### src/rtl/stopwatch_pkg.sv
// Types and constants shared by the stopwatch board blocks (counter, seven_seg, countdown_timer).
package stopwatch_pkg;

   localparam int DIGIT_W      = 4;
   localparam int SEC_TENS_MAX = 5;
   localparam int DIGIT_MAX    = 9;

   typedef logic [DIGIT_W-1:0] t_bcd;

   typedef enum logic [1:0] {IDLE, RUN, PAUSE, DONE} t_cd_state;

   function automatic t_bcd clamp_bcd(input t_bcd value, input t_bcd limit);
      return (value > limit) ? limit : value;
   endfunction

endpackage

### src/rtl/tick_gen.sv
// One-second prescaler: counts only while enabled, clear overrides enable,
// and emits a single-cycle tick on the last count of each period.
module tick_gen #(
   parameter int unsigned TICK_DIV = 100_000_000
) (
   input  logic clk,
   input  logic reset,
   input  logic en,
   input  logic clr,
   output logic tick
);

   localparam int unsigned   CNT_W = (TICK_DIV > 1) ? $clog2(TICK_DIV) : 1;
   localparam logic [CNT_W-1:0] LAST = CNT_W'(TICK_DIV - 1);

   logic [CNT_W-1:0] count_reg;
   logic [CNT_W-1:0] count_next;

   always_comb begin
      count_next = count_reg;
      if (clr) begin
         count_next = '0;
      end else if (en) begin
         count_next = (count_reg == LAST) ? '0 : count_reg + CNT_W'(1);
      end
   end

   always_ff @(posedge clk or negedge reset) begin
      if (!reset) begin
         count_reg <= '0;
      end else begin
         count_reg <= count_next;
      end
   end

   // Paused counts keep their value, so a resume finishes the partial second.
   assign tick = en && !clr && (count_reg == LAST);

endmodule

### src/rtl/countdown_timer.sv
// Kitchen timer: counts a sanitized MM:SS preset down to 00:00 in BCD and
// flags completion; digit layout matches the stopwatch counter.
module countdown_timer
   import stopwatch_pkg::*;
#(
   parameter int unsigned CLK_HZ   = 100_000_000,
   parameter int unsigned TICK_DIV = CLK_HZ
) (
   input  logic       clk,
   input  logic       reset,
   input  logic       start_stop,
   input  logic       load,
   input  logic [3:0] p0,
   input  logic [3:0] p1,
   input  logic [3:0] p2,
   input  logic [3:0] p3,
   output logic [3:0] d0,
   output logic [3:0] d1,
   output logic [3:0] d2,
   output logic [3:0] d3,
   output logic       running,
   output logic       done,
   output logic       expired
);

   t_cd_state state_reg;
   t_cd_state state_next;

   t_bcd d_reg      [4];
   t_bcd preset_reg [4];
   t_bcd p_in       [4];
   t_bcd san        [4];
   t_bcd dec        [4];
   logic [3:0] borrow;

   logic tick;
   logic d_zero;
   logic dec_zero;
   logic expired_reg;

   assign p_in[0] = p0;
   assign p_in[1] = p1;
   assign p_in[2] = p2;
   assign p_in[3] = p3;

   // Units digit always borrows on a tick; each further digit borrows when the
   // one below it underflows. The minutes-tens digit floors at zero.
   assign borrow[0] = 1'b1;

   genvar gi;
   generate
      for (gi = 0; gi < 4; gi++) begin : g_digit
         localparam t_bcd LIMIT = (gi == 1) ? t_bcd'(SEC_TENS_MAX) : t_bcd'(DIGIT_MAX);
         localparam t_bcd WRAP  = (gi == 3) ? t_bcd'(0) : LIMIT;

         assign san[gi] = clamp_bcd(p_in[gi], LIMIT);
         assign dec[gi] = !borrow[gi]       ? d_reg[gi] :
                          (d_reg[gi] == '0) ? WRAP      :
                                              d_reg[gi] - t_bcd'(1);

         if (gi < 3) begin : g_borrow
            assign borrow[gi+1] = borrow[gi] && (d_reg[gi] == '0);
         end
      end
   endgenerate

   assign d_zero   = (d_reg[0] | d_reg[1] | d_reg[2] | d_reg[3]) == '0;
   assign dec_zero = (dec[0] | dec[1] | dec[2] | dec[3]) == '0;

   tick_gen #(
      .TICK_DIV (TICK_DIV)
   ) u_tick_gen (
      .clk   (clk),
      .reset (reset),
      .en    (state_reg == RUN),
      .clr   (load || (state_reg == IDLE) || (state_reg == DONE)),
      .tick  (tick)
   );

   always_ff @(posedge clk or negedge reset) begin
      if (!reset) begin
         state_reg <= IDLE;
      end else begin
         state_reg <= state_next;
      end
   end

   always_comb begin
      state_next = state_reg;
      if (load) begin
         state_next = IDLE;
      end else begin
         case (state_reg)
            IDLE:    if (start_stop && !d_zero) state_next = RUN;
            // Reaching 00:00 outranks a simultaneous pause request.
            RUN:     if (tick && dec_zero)      state_next = DONE;
                     else if (start_stop)       state_next = PAUSE;
            PAUSE:   if (start_stop)            state_next = RUN;
            DONE:    if (start_stop)            state_next = IDLE;
            default:                            state_next = IDLE;
         endcase
      end
   end

   always_comb begin
      running = (state_reg == RUN);
      done    = (state_reg == DONE);
      expired = expired_reg;
   end

   always_ff @(posedge clk or negedge reset) begin
      if (!reset) begin
         expired_reg <= 1'b0;
      end else begin
         expired_reg <= (state_next == DONE) && (state_reg != DONE);
      end
   end

   always_ff @(posedge clk or negedge reset) begin
      if (!reset) begin
         for (int i = 0; i < 4; i++) begin
            d_reg[i]      <= '0;
            preset_reg[i] <= '0;
         end
      end else if (load) begin
         for (int i = 0; i < 4; i++) begin
            d_reg[i]      <= san[i];
            preset_reg[i] <= san[i];
         end
      end else if ((state_reg == DONE) && start_stop) begin
         for (int i = 0; i < 4; i++) begin
            d_reg[i] <= preset_reg[i];
         end
      end else if ((state_reg == RUN) && tick) begin
         for (int i = 0; i < 4; i++) begin
            d_reg[i] <= dec[i];
         end
      end
   end

   assign d0 = d_reg[0];
   assign d1 = d_reg[1];
   assign d2 = d_reg[2];
   assign d3 = d_reg[3];

endmodule

### config.mk
export PLATFORM = sky130hd
export DESIGN_NAME = countdown_timer
export DESIGN_NICKNAME = d
export VERILOG_FILES = /design/src/rtl/stopwatch_pkg.sv /design/src/rtl/tick_gen.sv /design/src/rtl/countdown_timer.sv
export SDC_FILE = /design/constraint.sdc
export NUM_CORES = 1
export LEC_CHECK = 0
export CAP_MARGIN = 5
export CORE_MARGIN = 8
export CORE_UTILIZATION = 30
export CTS_CLUSTER_DIAMETER = 120
export CTS_CLUSTER_SIZE = 25
export DETAILED_ROUTE_END_ITERATION = 10
export HOLD_SLACK_MARGIN = 0.03
export PLACE_DENSITY_LB_ADDON = 0.15
export SYNTH_ARGS = -nofsm -noshare
export SYNTH_HDL_FRONTEND = slang
export SYNTH_SLANG_ARGS = --single-unit
### constraint.sdc
create_clock -name clk -period 4.5 [get_ports clk]
set_input_delay 1.35 -clock clk [delete_from_list [all_inputs] [get_ports clk]]
set_output_delay 1.35 -clock clk [all_outputs]
set_load 0.02 [all_outputs]
==> results.py <==
metrics = {
    "timing": {
        "fin_ws_ps": 1420,
        "fmax_ghz": 0.325,
        "tightest_slew_ps": 1030,
        "setup_viol": 0,
        "tns_ps": 0,
        "fin_crit_sh_pct": 68.4,
        "min_period_ps": 3080,
        "finClkSkew_ps": 5.10,
        "rsz0062_at_grt": "no",
        "max_slew_margin_pct": 31.3,
        "hold_viol_final": 0,
        "report.final.slew_viol_count": 0,
    },
    "layout": {
        "largest_reg_flops": 27,
        "fin_nets": 451,
        "design_area_sq_um": 4270,
        "final_util_pct": 37.4,
        "final_common_cell": "dfrtp_1",
        "fillers": 1188,
        "final-seq-area_sq_um": 1550,
        "diodes": 0,
        "drive_gt1_share_pct": 8.06,
        "multiInputGateArea_sq_um": 1800,
        "layout_common_cells": "dfrtp_1, nand2_1, clkdlybuf4s50_1",
        "syn2layout_area_growth_pct": 21.8,
    },
    "worst_setup_path": {
        "required_ps": 3150,
        "worstPathArrival_ps": 1730,
        "crit_chain": "nand2b_1 -> inv_1 -> clkdlybuf4s50_1",
        "crit_family": "buffers and inverters",
        "crit_path_max_fanout": 7,
        "worst-path-buf-inv": 2,
        "cp_slowest_cell": "clkdlybuf4s50_1",
        "critPathMaxStageDelay_ps": 630,
        "critPathKind": "reg -> out",
        "critPathCaptureType": "output port",
        "startpoint_type": "flop",
    },
    "worst_hold_path": {
        "worst_hold_path_type": "reg -> reg",
    },
    "clock_network": {
        "clockBufferDepth": 2,
        "clock-root-buffer": "clkbuf_16",
        "postCtsHoldBufs": 0,
        "cts_max_level": 3,
        "clk_pin_slew_ps": 50,
        "tritoncts": "built",
        "clkSinkCount": 62,
        "clock_latency_ps": 330,
        "cts_buffers": 9,
        "postCtsResizedCells": 0,
        "post_cts_buffers": 0,
    },
    "pwr": {
        "p_leak_nw": 1.66,
        "power.density_nw_per_um2": 346,
        "max-vdd-ir-drop_mv": 0.180,
        "power_mw": 1.48,
    },
    "yosys": {
        "syn_area_sq_um": 3500,
        "syn_inst": 398,
        "synth.avg_cell_area_sq_um": 8.80,
        "ys_seq_elements": 62,
        "ys_types": 55,
        "synth_seq_area_share_pct": 44.3,
        "synth_flop_cell": "dfrtp_1",
        "syn_nets": 419,
        "synth_edf_count": 0,
        "ys_warn_count": 0,
        "postSynth.asyncResetShare_pct": 100,
    },
    "global_route": {
        "grt_use_met3_pct": 3.35,
        "antenna_found_initial": 0,
        "grt_max_degree": 50,
        "busiest_layer": "met2",
        "overflow": 0,
        "grt_use_met2_pct": 20.9,
        "grt_pass1_vias": 3087,
        "grt_usage_pct": 13.0,
        "use_met1_pct": 16.3,
        "grt_pass1_wl_um": 15700,
    },
    "routing": {
        "antenna_left": 0,
        "post_drt_wl_per_cell_um": 16.6,
        "vias": 3130,
        "drt_iter0_drc": 163,
        "drt_wl_total_um": 9600,
        "drcViolationCount": 0,
        "dr.pass1.iters": 5,
        "viasPerCell": 5.42,
    },
    "floorplan": {
        "io_pins": 39,
        "rows": 39,
        "die_area_sq_um": 15400,
        "core_sq_um": 11400,
        "dieHeight_um": 124,
        "die_x_um": 124,
        "start_util_pct": 30.7,
    },
    "outcome": {
        "status": "complete, no violations",
    },
    "place": {
        "gp_congestion": 0.760,
        "port_buffers": 38,
        "dpl_cell_area_sq_um": 4010,
        "hpwl_um": 6380,
        "place_worst_setup_slack_ps": 1120,
    },
    "flow_run": {
        "maxCapViolations": 0,
    },
}
[report_power, final]
part / total (mW) / switching, mW / internal (mW) / leakage, nW
logic: 0.229 / 0.122 / 0.107 / 0.737
registers: 0.635 / 0.0455 / 0.590 / 0.801
clock network: 0.611 / 0.244 / 0.367 / 0.121
total: 1.48 / 0.412 / 1.06 / 1.66
[per-layer routing]
| layer | up-vias | wire length [um] |
|---|---|---|
| li1 | 1550 | - |
| met4 | 0 | 166 |
| met1 | 1516 | 4650 |
| met2 | 49 | 4310 |
| met3 | 15 | 468 |
| met5 | - | 0 |
[synthesized netlist by cell type, types with 3 or more instances]
cell	number	area share, %
and4_1	3	0.75
a22o_1	3	0.75
a22oi_1	3	0.64
a21oi_1	27	3.9
and3_1	7	1.2
o21a_1	5	1.1
and2_1	5	0.89
a31oi_1	17	3.0
mux2_2	6	1.9
nor2b_1	4	0.71
nor2_1	28	3.0
o311ai_0	3	0.75
nand4_1	7	1.2
a2bb2oi_1	4	1.0
nand3_1	22	3.1
o211ai_1	6	1.3
a21o_1	3	0.64
inv_1	15	1.6
or4_1	6	1.3
clkbuf_1	22	2.4
nand2_1	38	4.1
a211o_1	3	0.75
a21boi_0	3	0.64
o21ai_0	35	5.0
a41oi_1	6	1.5
nand2b_1	5	0.89
nor3_1	10	1.4
dfrtp_1	62	44
mux2i_1	4	1.1
o31ai_1	4	0.86
[worst paths after layout]
check	start	endpoint	slack (ps)	cells after the start
worst max-delay path	state_reg[1]	running	1420	3
worst min-delay path	preset_reg[0]	preset_reg[0]	490	1
worst max register to register	u_tick_gen.count_reg[0]	d0[2]	1460	6
worst min register to register	preset_reg[0]	preset_reg[0]	490	1
max in group asynchronous	reset	u_tick_gen.count_reg[8]	2430	2
min in group asynchronous	reset	preset_reg[7]	1210	1
[stage by stage]
step / hold WS (ps) / std cells
finish: 487 / 577
global route: 515 / 577
CTS: 486 / 577
detailed placement: 473 / 562
global placement: 475 / 562
floorplan: 453 / 398
[cells by family (layout without fill, tap and decap cells)]
family / Yosys count / after routing / synth area share, %
compound gates: 134 / 134 / 24.8
fa+ha+maj: 1 / 1 / 0.357
mux: 10 / 10 / 3.07
xor+xnor: 4 / 4 / 1.00
simple gates: 149 / 149 / 22.3
buf+inv: 38 / 74 / 4.29
flops: 62 / 62 / 44.3
[cell type report]
cell class	instances	share of cell area [%]
clock buffer	11	5.45
clock inverter	4	0.587
inverter	15	1.32
multi-input combinational	298	42.2
sequential	62	36.4
tap	143	4.19
timing repair buffer	44	9.85
(Power assumes the default switching activity.)
